**src/rtl/irda_mir_rx_data_ctrl.sv**
```systemverilog
// MIR receive data controller: packs de-stuffed bits LSB-first into 32-bit
// words and hands them to the RX FIFO through a one-word holding register.
module irda_mir_rx_data_ctrl (
    input  logic        clk,
    input  logic        wb_rst_i,
    input  logic        dc_restart,
    input  logic        mir_rx_enabled,
    input  logic        data_valid,
    input  logic        data_i,
    input  logic        frame_end,
    input  logic        rxfifo_full,
    output logic        rxfifo_add,
    output logic [31:0] rxfifo_dat_i,
    output logic        rx_last,
    output logic [5:0]  rx_last_bits,
    output logic        overrun
);

    logic [31:0] r_sr;
    logic [4:0]  r_cnt;
    logic [31:0] r_hold;
    logic        r_pending;
    logic        r_hold_last;
    logic [5:0]  r_hold_bits;

    logic        w_bit;
    logic        w_end;
    logic [31:0] w_sr_next;
    logic [5:0]  w_nbits;
    logic        w_word_done;
    logic        w_flush;
    logic        w_cand;
    logic [5:0]  w_cand_bits;
    logic        w_drain;
    logic        w_free;

    always_comb begin
        w_bit     = mir_rx_enabled & data_valid;
        w_end     = mir_rx_enabled & frame_end;
        w_sr_next = r_sr;
        if (w_bit) begin
            w_sr_next[r_cnt] = data_i;
        end
        w_nbits     = {1'b0, r_cnt} + {5'b0, w_bit};
        w_word_done = w_bit & (r_cnt == 5'd31);
        // A frame end with nothing collected produces no word at all
        w_flush     = w_end & (w_nbits != 6'd0);
        w_cand      = w_word_done | w_flush;
        w_cand_bits = w_flush ? w_nbits : 6'd32;
        w_drain     = r_pending & ~rxfifo_full;
        w_free      = ~r_pending | w_drain;
    end

    always_ff @(posedge clk) begin
        if (wb_rst_i || dc_restart) begin
            r_sr         <= 32'd0;
            r_cnt        <= 5'd0;
            r_hold       <= 32'd0;
            r_pending    <= 1'b0;
            r_hold_last  <= 1'b0;
            r_hold_bits  <= 6'd0;
            rxfifo_add   <= 1'b0;
            rxfifo_dat_i <= 32'd0;
            rx_last      <= 1'b0;
            rx_last_bits <= 6'd0;
            overrun      <= 1'b0;
        end else begin
            if (w_word_done || w_end) begin
                r_sr  <= 32'd0;
                r_cnt <= 5'd0;
            end else if (w_bit) begin
                r_sr  <= w_sr_next;
                r_cnt <= r_cnt + 5'd1;
            end

            if (w_drain) begin
                rxfifo_add   <= 1'b1;
                rxfifo_dat_i <= r_hold;
                rx_last      <= r_hold_last;
                rx_last_bits <= r_hold_bits;
                r_pending    <= 1'b0;
            end else begin
                rxfifo_add <= 1'b0;
                rx_last    <= 1'b0;
            end

            // Loading after the drain lets a same-edge load win over the clear
            if (w_cand) begin
                if (w_free) begin
                    r_hold      <= w_sr_next;
                    r_hold_last <= w_flush;
                    r_hold_bits <= w_cand_bits;
                    r_pending   <= 1'b1;
                end else begin
                    overrun <= 1'b1;
                end
            end
        end
    end

endmodule

```
**config.mk**
```make
export PLATFORM = sky130hd
export DESIGN_NAME = irda_mir_rx_data_ctrl
export DESIGN_NICKNAME = d
export VERILOG_FILES = /design/src/rtl/irda_mir_rx_data_ctrl.sv
export SDC_FILE = /design/constraint.sdc
export NUM_CORES = 1
export LEC_CHECK = 0
export CAP_MARGIN = 20
export CORE_MARGIN = 2
export CORE_UTILIZATION = 45
export DETAILED_ROUTE_END_ITERATION = 8
export PLACE_DENSITY = 0.66
export REMOVE_ABC_BUFFERS = 1
export SYNTH_ARGS = -nofsm -noshare
export SYNTH_HDL_FRONTEND = slang
export SYNTH_SLANG_ARGS = --single-unit
```
**constraint.sdc**
```tcl
create_clock -name clk -period 6.6 [get_ports clk]
set_clock_uncertainty 0.15 [all_clocks]
set_input_delay 1.32 -clock clk [delete_from_list [all_inputs] [get_ports clk]]
set_output_delay 1.32 -clock clk [all_outputs]
set_load 0.01 [all_outputs]
```
==> summary.md <==
| Metric | Value |
|---|---|
| # rows | `36` |
| Design Power | `1.72 mW` |
| Fmax | `223 MHz` |
| Die ar. | `0.0108 sq mm` |
| Static Leakage | `1.93 nW` |
| Setup violations, final | `0` |
| Synth Cell Area | `0.00448 sq mm` |
| Crit-path most repeated cell | `ha_1` |
| Initial antenna violation count | `0` |
| HP Class | `flop to flop` |
| Largest cells by area after synthesis | `dfxtp_1 (53%), nand2_1 (8.5%), nor2_1 (7.5%), mux2i_1 (7.1%), a21oi_1 (4.9%)` |
| Share of cells above drive strength 1 | `0.0984` |
| Startpoint Class | `input pin` |
| Ant. Diodes | `0` |
| RSZ-0062 raised after global routing | `false` |
| Die height | `104 microns` |
| Largest delay share family, worst path | `buffers and inverters` |
| Max-cap viol count | `0` |
| First-pass GRT wire length | `15.2 mm` |
| Yosys reg bits | `118` |
| IO Pins | `49` |
| Crit Path Category | `input pin to flop` |
| Clock Root Buffer | `clkbuf_8` |
| Area Overhead vs Synth | `27.2%` |
| Met2 wire len | `4.22 mm` |
| Clock latency on the worst-skew pair | `0.51 ns` |
| # H-tree levels | `4` |
| CTS resizes | `0` |
| DR DRC count | `0` |
| # port buffers | `48` |
| RD Place Congestion | `0.796` |
| Num CTS Buffers | `17` |
| Gr ovfl total | `0` |
| Filler Cell Count | `899` |
| Final TNS setup | `0 ns` |
| Critical path buffers and inverters | `3` |
| Met1 wire length | `4.10 mm` |
| Top-area cell type share of the netlist area | `0.527` |
| Vias in the first global route | `3331` |
| Initial cell density of the core | `0.461` |
| Worst Setup End Kind | `flop` |
| Min Tclk post-route | `4.49 ns` |
| CTS tree | `built` |
| Post-CTS Setup Inserts | `0` |
| Met3 WL post-DR | `264 microns` |
| Final period utilization | `0.681` |
| CP Data Arrival Time | `4.76 ns` |
| Final #Nets | `561` |
| Outcome | `completed` |
| Avg WL per Cell | `12.6 microns` |
| Synthesis Warnings | `0` |
| VDD IR max | `193 uV` |
| DRT iter0 DRCs | `134` |
| Sequential element share of the synthesized area | `0.527` |
| DR vias/cell | `4.96` |
| Pin count of the biggest net entering global routing | `43` |
| Worst reg-to-reg setup slack | `3.19 ns` |
| WP data required | `6.86 ns` |
| Slowest CP cell | `a31oi_4` |
| Top Layer Used | `met4` |
| Final hold violation count | `0` |
| Die W | `104 microns` |
| Slowest stage delay, CP | `0.79 ns` |
| Worst-Margin Slew | `0.970 ns` |
| First-pass DRT Iterations | `4` |
| Cell variety after synth | `35` |
| Hold_buf cts | `0` |
| Mapped Avg Cell Area | `8.87 sq um` |
| CTS clk-pin slew, worst paths | `0.06 ns` |
| Detail Route Antenna Nets | `0` |
| Power density cells | `302 mW/mm^2` |
| Cell area after layout | `0.00570 sq mm` |
| Total core area | `0.00973 sq mm` |
| DRT Wirelength | `8.70 mm` |
| Via count | `3430` |
| CTS Sinks | `118` |
| Synth area leader | `dfxtp_1` |
| Worst-path maximum fanout | `35` |
| Hpwl dp | `5.52 mm` |
| Gate Count Post-Synth | `505` |
| Max-Slew Margin vs Limit | `0.354` |
| CTS Buffer Depth | `2` |
| Final Max Tran Viols | `0` |
| Placed Instance Area | `0.00505 sq mm` |
| CP cell instances | `clkdlybuf4s50_1 > nand2_1 > clkinv_1 > ha_1 > ha_1 > and2_1 > a21o_1 > a31oi_4 > buf_4 > nor2_1 > a211oi_1` |
| Gr usage total | `0.172` |
-- cells in the final DEF (no fill, tap or decap), types with 5 or more instances in the layout --
| cell | Yosys | layout |
|---|---|---|
| dfxtp_1 | 118 | 118 |
| nand2_1 | 102 | 102 |
| nor2_1 | 89 | 89 |
| clkdlybuf4s50_1 | 0 | 48 |
| a21oi_1 | 44 | 44 |
| mux2i_1 | 32 | 32 |
| a211oi_1 | 21 | 21 |
| clkbuf_16 | 0 | 17 |
| a211oi_2 | 11 | 11 |
| ha_1 | 7 | 7 |
| nand3_1 | 6 | 6 |
| a22o_1 | 6 | 6 |
| and3_1 | 5 | 5 |
| nor3b_1 | 5 | 5 |
| buf_4 | 2 | 5 |
-- final timing paths --
kind | startpoint | to | cells after the start
hold / removal | rxfifo_dat_i[8]$_SDFFE_PP0P_ | rxfifo_dat_i[8]$_SDFFE_PP0P_ | 2
hold reg to reg | rxfifo_dat_i[8]$_SDFFE_PP0P_ | rxfifo_dat_i[8]$_SDFFE_PP0P_ | 2
setup reg to reg | r_cnt[3]$_SDFFE_PP0N_ | r_hold[2]$_SDFFE_PP0P_ | 8
setup / recovery | mir_rx_enabled | r_hold[2]$_SDFFE_PP0P_ | 11
-- cell families after synthesis --
family	count (synthesis)	share of synthesized area
AND/OR/NAND/NOR	220	0.202
flip-flops	118	0.527
AO/OA/AOI/OAI	88	0.137
buffers and inverters	35	0.0332
multiplexers	32	0.0715
adder cells (fa/ha/maj)	7	0.0195
XOR/XNOR	5	0.00977
-- worst reg2reg max path, stage by stage, from the launching register on --
cell and delay, ns:
dfxtp_1 0.71, and3_1 0.27, ha_1 0.19, nand3_1 0.20, a22o_1 0.27, a31oi_4 0.76, buf_4 0.47, nor2_1 0.10
a211oi_1 0.22
-- metrics by stage --
| stage | setup WS, ns | std cells | utilization | hold slack, ns |
|---|---|---|---|---|
| 6_report | 2.11 | 692 | 0.586 | 0.301 |
| 5_1_grt | 1.85 | 692 | 0.586 | 0.314 |
| 4_1_cts | 2.12 | 691 | 0.583 | 0.303 |
| 3_5_place_dp | 1.64 | 659 | 0.519 | 0.287 |
| 3_3_place_gp | 1.84 | 659 | 0.519 | 0.291 |
| 2_1_floorplan | 0.0272 | 473 | - | 0.268 |
-- layout make-up --
type                    instances  area, sq um  share of cell area
clock buffers                  18          428              0.0751
clock inverters                14          200              0.0351
inverters                       3         11.3             0.00198
multi-input cells             352         1990               0.349
flip-flops and latches        118         2360               0.414
well taps                     133          166              0.0292
repair buffers                 54          543              0.0953
-- per-layer routing --
metal,vias up,global-route usage
met5,-,0
met4,0,0.0637
met3,9,0.0529
met2,44,0.289
met1,1591,0.206
li1,1786,-
-- power breakdown --
group          switching, mW  total, mW  leakage [nW]  internal, mW
combinational         0.0322     0.0471         0.680        0.0150
clock                  0.331      0.957         0.298         0.626
sequential           0.00240      0.719         0.951         0.717
total                  0.366       1.72          1.93          1.36
-- synthesized netlist by cell type --
| master | count |
|---|---|
| or2_4 | 1 |
| and3_1 | 5 |
| nor2b_1 | 2 |
| clkinv_1 | 1 |
| o31ai_1 | 1 |
| buf_2 | 8 |
| and2_1 | 1 |
| a211oi_2 | 11 |
| ha_1 | 7 |
| nand3b_1 | 2 |
| clkbuf_1 | 17 |
| xnor2_1 | 3 |
| nand2b_1 | 1 |
| xor2_1 | 2 |
| inv_1 | 2 |
| dfxtp_1 | 118 |
| a22o_1 | 6 |
| nand3_1 | 6 |
| mux2i_1 | 32 |
| a211oi_1 | 21 |
| o22ai_1 | 1 |
| nand2_1 | 102 |
| a21o_1 | 2 |
| a31oi_1 | 1 |
| or2_0 | 1 |
| nor3_1 | 2 |
| buf_1 | 5 |
| nor4_2 | 1 |
| a21oi_1 | 44 |
| nor2_1 | 89 |
| nor3b_1 | 5 |
| a221o_1 | 1 |
| nand4_1 | 1 |
| buf_4 | 2 |
| or2_2 | 1 |
-- state kept, by name, indices dropped and copies added, names as in the netlist --
signal	cells
r_hold_last	1
rxfifo_add	1
rx_last	1
rxfifo_dat_i	32
r_hold	32
r_cnt	5
r_sr	32
overrun	1
r_hold_bits	6
rx_last_bits	6
r_pending	1
(Power assumes the default switching activity.)
